==> config.mk <==
export PLATFORM = sky130hd
export DESIGN_NAME = hci_core_cmd_queue_tagged
export DESIGN_NICKNAME = d
export VERILOG_FILES = /design/src/rtl/hci_core_cmd_queue_tagged_pkg.sv /design/src/rtl/hci_core_cmd_fifo.sv /design/src/rtl/hci_core_cmd_queue_tagged.sv
export SDC_FILE = /design/constraint.sdc
export NUM_CORES = 1
export LEC_CHECK = 0
export ABC_AREA = 1
export BUFFER_PORTS_ARGS = -buffer_cell sky130_fd_sc_hd__buf_2
export CORE_MARGIN = 1
export CORE_UTILIZATION = 50
export DETAILED_ROUTE_END_ITERATION = 12
export PLACE_DENSITY = 0.81
export SYNTH_ARGS = -nofsm -noshare
export SYNTH_HDL_FRONTEND = slang
export SYNTH_SLANG_ARGS = --single-unit
==> constraint.sdc <==
create_clock -name clk_i -period 30.8 [get_ports clk_i]
set_clock_uncertainty 0.15 [all_clocks]
set_input_delay 1.54 -clock clk_i [delete_from_list [all_inputs] [get_ports clk_i]]
set_output_delay 1.54 -clock clk_i [all_outputs]
set_load 0.005 [all_outputs]
==> src/rtl/hci_core_cmd_queue_tagged_pkg.sv <==
//------------------------------------------------------------------------------
// hci_package
// Shared types and defaults for the tagged HCI streamer command queue.
// Revision: 1.0 - initial release
//------------------------------------------------------------------------------
`default_nettype none

package hci_package;

  typedef enum logic {HCI_CMDQ_IDLE, HCI_CMDQ_BUSY} hci_cmdq_state_e;

  localparam int HCI_CMDQ_DEFAULT_WIDTH = 226;

  // A single-entry FIFO still needs a one-bit pointer to stay legal.
  function automatic int hci_ptr_width(input int depth);
    return (depth > 1) ? $clog2(depth) : 1;
  endfunction

endpackage

`default_nettype wire

==> src/rtl/hci_core_cmd_fifo.sv <==
//------------------------------------------------------------------------------
// hci_core_cmd_fifo
// Fall-through FIFO of arbitrary depth with synchronous flush and occupancy count.
// Revision: 1.0 - initial release
//------------------------------------------------------------------------------
`default_nettype none

module hci_core_cmd_fifo
  import hci_package::*;
#(
  parameter int WIDTH = 8,
  parameter int DEPTH = 2
) (
  input  logic                       clk_i,
  input  logic                       rst_i,
  input  logic                       clear_i,
  input  logic                       push_i,
  input  logic [WIDTH-1:0]           data_i,
  input  logic                       pop_i,
  output logic [WIDTH-1:0]           data_o,
  output logic                       full_o,
  output logic                       empty_o,
  output logic [$clog2(DEPTH+1)-1:0] count_o
);

  localparam int PTR_W = hci_ptr_width(DEPTH);
  localparam int CNT_W = $clog2(DEPTH+1);
  localparam logic [PTR_W-1:0] c_last  = PTR_W'(DEPTH-1);
  localparam logic [CNT_W-1:0] c_depth = CNT_W'(DEPTH);

  logic [WIDTH-1:0] r_mem [DEPTH];
  logic [PTR_W-1:0] r_wr_ptr;
  logic [PTR_W-1:0] r_rd_ptr;
  logic [CNT_W-1:0] r_count;
  logic             w_push;
  logic             w_pop;

  function automatic logic [PTR_W-1:0] next_ptr(input logic [PTR_W-1:0] ptr);
    return (ptr == c_last) ? '0 : ptr + 1'b1;
  endfunction

  assign full_o  = (r_count == c_depth);
  assign empty_o = (r_count == '0);
  assign count_o = r_count;
  assign data_o  = r_mem[r_rd_ptr];
  assign w_push  = push_i & ~full_o;
  assign w_pop   = pop_i & ~empty_o;

  always_ff @(posedge clk_i) begin
    if (rst_i || clear_i) begin
      r_wr_ptr <= '0;
      r_rd_ptr <= '0;
      r_count  <= '0;
    end else begin
      if (w_push) r_wr_ptr <= next_ptr(r_wr_ptr);
      if (w_pop)  r_rd_ptr <= next_ptr(r_rd_ptr);
      case ({w_push, w_pop})
        2'b10:   r_count <= r_count + 1'b1;
        2'b01:   r_count <= r_count - 1'b1;
        default: r_count <= r_count;
      endcase
    end
  end

  // Storage needs no reset; occupancy alone defines which words are valid.
  always_ff @(posedge clk_i) begin
    if (w_push) r_mem[r_wr_ptr] <= data_i;
  end

endmodule

`default_nettype wire

==> src/rtl/hci_core_cmd_queue_tagged.sv <==
//------------------------------------------------------------------------------
// hci_core_cmd_queue_tagged
// Tagged command queue issuing one command at a time to an HCI streamer.
// Optional zero-latency bypass: define HCI_CMD_QUEUE_BYPASS_EN.
// Revision: 1.0 - initial release
//------------------------------------------------------------------------------
`default_nettype none

module hci_core_cmd_queue_tagged
  import hci_package::*;
#(
  parameter int CMD_WIDTH = HCI_CMDQ_DEFAULT_WIDTH,
  parameter int DEPTH     = 2,
  parameter int TAG_WIDTH = 4
) (
  input  logic                       clk_i,
  input  logic                       rst_i,
  input  logic                       clear_i,
  input  logic                       enable_i,
  input  logic [CMD_WIDTH-1:0]       cmd_data_i,
  input  logic                       cmd_valid_i,
  output logic                       cmd_ready_o,
  output logic [TAG_WIDTH-1:0]       cmd_tag_o,
  output logic                       req_start_o,
  output logic [CMD_WIDTH-1:0]       ctrl_o,
  input  logic                       ready_start_i,
  input  logic                       done_i,
  output logic                       done_o,
  output logic [TAG_WIDTH-1:0]       done_tag_o,
  output logic                       busy_o,
  output logic [$clog2(DEPTH+1)-1:0] count_o
);

  localparam int ENTRY_W = CMD_WIDTH + TAG_WIDTH;

  hci_cmdq_state_e        r_state;
  hci_cmdq_state_e        w_state_next;
  logic [CMD_WIDTH-1:0]   r_ctrl_q;
  logic [TAG_WIDTH-1:0]   r_tag_q;
  logic [TAG_WIDTH-1:0]   r_tag_cnt;
  logic                   r_done;
  logic [TAG_WIDTH-1:0]   r_done_tag;

  logic                   w_fifo_full;
  logic                   w_fifo_empty;
  logic [ENTRY_W-1:0]     w_head;
  logic                   w_push_acc;
  logic                   w_bypass;
  logic                   w_req_queue;
  logic                   w_issue;
  logic                   w_issue_bypass;
  logic                   w_fifo_push;
  logic                   w_fifo_pop;

  assign w_push_acc = cmd_valid_i & ~w_fifo_full & ~clear_i;

`ifdef HCI_CMD_QUEUE_BYPASS_EN
  assign w_bypass = (r_state == HCI_CMDQ_IDLE) & w_fifo_empty & enable_i
                  & cmd_valid_i & ~clear_i;
`else
  assign w_bypass = 1'b0;
`endif

  assign w_req_queue    = (r_state == HCI_CMDQ_IDLE) & enable_i & ~w_fifo_empty;
  assign w_issue        = req_start_o & ready_start_i;
  assign w_issue_bypass = w_bypass & ready_start_i;
  assign w_fifo_push    = w_push_acc & ~w_issue_bypass;
  assign w_fifo_pop     = w_req_queue & ready_start_i;

  hci_core_cmd_fifo #(
    .WIDTH (ENTRY_W),
    .DEPTH (DEPTH)
  ) u_fifo (
    .clk_i   (clk_i),
    .rst_i   (rst_i),
    .clear_i (clear_i),
    .push_i  (w_fifo_push),
    .data_i  ({cmd_data_i, r_tag_cnt}),
    .pop_i   (w_fifo_pop),
    .data_o  (w_head),
    .full_o  (w_fifo_full),
    .empty_o (w_fifo_empty),
    .count_o (count_o)
  );

  always_ff @(posedge clk_i) begin
    if (rst_i) r_state <= HCI_CMDQ_IDLE;
    else       r_state <= w_state_next;
  end

  // BUSY is held through the done_o cycle so re-issue starts one cycle later.
  always_comb begin
    w_state_next = r_state;
    req_start_o  = 1'b0;
    ctrl_o       = '0;
    case (r_state)
      HCI_CMDQ_IDLE: begin
        req_start_o = w_req_queue | w_bypass;
        if (w_bypass)           ctrl_o = cmd_data_i;
        else if (!w_fifo_empty) ctrl_o = w_head[ENTRY_W-1:TAG_WIDTH];
        if (w_issue) w_state_next = HCI_CMDQ_BUSY;
      end
      HCI_CMDQ_BUSY: begin
        ctrl_o = r_ctrl_q;
        if (r_done) w_state_next = HCI_CMDQ_IDLE;
      end
      default: w_state_next = HCI_CMDQ_IDLE;
    endcase
  end

  always_ff @(posedge clk_i) begin
    if (rst_i) begin
      r_ctrl_q   <= '0;
      r_tag_q    <= '0;
      r_tag_cnt  <= '0;
      r_done     <= 1'b0;
      r_done_tag <= '0;
    end else begin
      if (w_push_acc) r_tag_cnt <= r_tag_cnt + 1'b1;
      if (w_issue_bypass) begin
        r_ctrl_q <= cmd_data_i;
        r_tag_q  <= r_tag_cnt;
      end else if (w_fifo_pop) begin
        r_ctrl_q <= w_head[ENTRY_W-1:TAG_WIDTH];
        r_tag_q  <= w_head[TAG_WIDTH-1:0];
      end
      r_done <= (r_state == HCI_CMDQ_BUSY) & ~r_done & done_i;
      if ((r_state == HCI_CMDQ_BUSY) && !r_done && done_i) r_done_tag <= r_tag_q;
    end
  end

  assign cmd_ready_o = ~w_fifo_full;
  assign cmd_tag_o   = r_tag_cnt;
  assign done_o      = r_done;
  assign done_tag_o  = r_done_tag;
  assign busy_o      = (r_state == HCI_CMDQ_BUSY) | ~w_fifo_empty;

endmodule

`default_nettype wire

==> run summary <==
vias -> 24900
pre-CTS WS -> 26190 ps
CTS Root Cell -> clkbuf_16
CP cell instances -> inv_6 > nand2_8 > buf_4 > o22ai_1 > buf_2
DRT antenna net count -> 0
DRT Pass-1 Iters -> 6
Longest Clk Path Bufs -> 3
filler instances -> 5231
Num CTS Buffers -> 75
Slew @ Worst Pin -> 1130 ps
Critical Path Fanout Max -> 140
first-pass GRT wire length -> 122000 um
Final TNS setup -> 0 ps
min cycle time layout -> 5200 ps
Die X -> 253 um
critical path endpoint category -> primary output
Leak -> 17.8 nW
CTS tree -> built
setup ws final -> 25600 ps
Synth Warn # -> 0
Port Buf Inserts -> 472
Remaining Overflow, GRT -> 0
flops & latches, synth -> 705
die height -> 253 um
syn_nets -> 3969
Clk Latency, worst-skew pair -> 610 ps
Distinct cells, synth -> 22
Hold Slack -> 299 ps
fin. max-slew vios -> 0
number of core rows -> 91
CP max-delay cell -> buf_4
Slew HR -> 24.5%
largest area contributor in the netlist -> edfxtp_1
Final HPWL DP -> 48400 um
clk slew on worst S/H paths -> 60 ps
drt drc -> 0
gpl congestion -> 0.847
PD cells -> 56.2 mW/mm^2
total wire length -> 79900 um
post_cts resized -> 0
number of buffers inserted by hold repair at cts -> 0
initial antenna violation count -> 23
CP Class -> reg -> out
Final Hold Fails -> 0
max-cap violation count -> 0
max incr delay on CP -> 830 ps
startpoint types -> flip-flop
unrepaired setup endpoints after global routing -> false
Initial DRC Count -> 2059
Core Util, Final -> 58.8%
status -> finished clean
Final Setup Violations -> 0
largest net degree at the start of global routing -> 170
commonest register cell after synthesis -> edfxtp_1
area delta synth->final -> 15.9%
post-CTS setup buffers -> 0
clk sinks -> 705
Worst EP required -> 29110 ps
Gate Count Post-Synth -> 3734
vias per std cell -> 4.95
fmax -> 192 MHz
H-tree Lvls -> 3
Initial Util -> 50.7%
number of global-route vias before repair -> 22600
crit path DAT -> 3510 ps
maximum vdd drop -> 49.1 uV
synthesized area -> 0.0314 mm^2
WL/cell -> 15.9 um
top post-synthesis cells by area -> edfxtp_1 44%, dfxtp_1 16%, nand2_1 14%, inv_1 11%, o22ai_1 4.5%
top cell type's share of synthesized area -> 44.0%
ys async rst share -> 0%
Final Cycle Share -> 16.9%
number of nets in the layout -> 4342
register area share after synthesis -> 59.6%
EDFF count, synth -> 460
I/O pin total -> 473
die area -> 0.0638 mm^2
Core Region -> 0.0619 mm^2
Synth Area per Inst -> 8.41 um^2
Hold Crit Class -> reg -> reg
All-Layer GR Usage -> 24.3%
layout cell share with drive strength beyond 1 -> 15.8%
==> flip-flops by register name, indices dropped and copies added, names as in the netlist, named ones only <==
name	cells
u_fifo.count_o	2
done_tag_o	4
done_o	1
u_fifo.r_mem	460
u_fifo.r_rd_ptr	1
u_fifo.r_wr_ptr	1
r_state	1
cmd_tag_o	4
r_tag_q	4
r_ctrl_q	226
==> routing by layer <==
metal  routed length [um]  global-route usage, %
met1                30800                   30.0
met4                 3810                   13.3
met3                 6480                   4.97
met2                38700                   39.9
met5                   57                      0
==> cells in the final DEF, fill, tap and decap left out, drive strengths merged <==
cell type  instances
dfxtp            245
bufinv             2
nand2           1167
nor3               1
diode             18
nor2             255
a21oi              6
buf              498
ha                 2
nand4              1
o21ai              7
nand3            231
xor2               2
inv              931
edfxtp           460
clkinv            25
clkinvlp           1
a31oi              1
clkbuf           109
o22ai            226
==> critical path, delay by kind of cell (launching register included) <==
kind                   cells  cell delay (ps)
AND/OR/NAND/NOR            1              810
AO/OA/AOI/OAI              1              230
buffers and inverters      3             1270
flip-flops                 1              440
==> where the power goes <==
| group | leakage [nW] | switching [mW] | total (mW) | internal, mW |
|---|---|---|---|---|
| sequential | 6.20 | 0.00636 | 1.04 | 1.03 |
| combinational | 10.4 | 0.0851 | 0.127 | 0.0417 |
| clock | 1.20 | 0.367 | 0.880 | 0.513 |
| total | 17.8 | 0.459 | 2.05 | 1.59 |
==> final cells by class <==
cell class	instances	area [um^2]	share of cell area (%)
antenna	18	45.0	0.124
multi-input combinational	1899	8090	22.2
clock buffer	109	2190	6.01
sequential	705	18700	51.4
inverter	928	3500	9.61
timing repair buffer	498	2580	7.08
clock inverter	31	244	0.670
tap	837	1050	2.88
==> cell families (layout without fill, tap and decap cells) <==
| kind of cell | count (synthesis) | in the layout | synth area share (%) |
|---|---|---|---|
| adders and majority gates | 2 | 2 | 0.0797 |
| other | 0 | 18 | 0 |
| xor gates and xnor gates | 2 | 2 | 0.0558 |
| and+or+nand+nor | 1655 | 1655 | 20.8 |
| DFF | 705 | 705 | 59.6 |
| AOI/OAI and AO/OA | 240 | 240 | 4.73 |
| buffers and inverters | 1130 | 1566 | 14.8 |
==> path summary, 6_finish.rpt <==
| check | from | end | slack, ps | cells past startpoint |
|---|---|---|---|---|
| max reg2reg | r_state | r_ctrl_q[190] | 27400 | 8 |
| max | r_state | ctrl_o[60] | 25600 | 5 |
| min | done_tag_o[1] | done_tag_o[1] | 300 | 2 |
| min reg2reg | done_tag_o[1] | done_tag_o[1] | 300 | 2 |
==> stage by stage <==
stage,cell area [um^2],std cells,power (mW)
floorplan,31400,3734,1.14
global placement,33900,4867,1.18
detailed placement,33900,4867,1.18
CTS,36400,5007,2.06
global route,36400,5023,2.11
finish,36400,5025,2.05
==> synth_stat cells (all sizes together) (2+ instances only) <==
cell type	number
a21oi	6
buf	172
clkbuf	30
dfxtp	245
edfxtp	460
ha	2
inv	928
nand2	1167
nand3	231
nor2	255
o21ai	7
o22ai	226
xor2	2
Note: power is estimated with default switching activity, not from simulation.
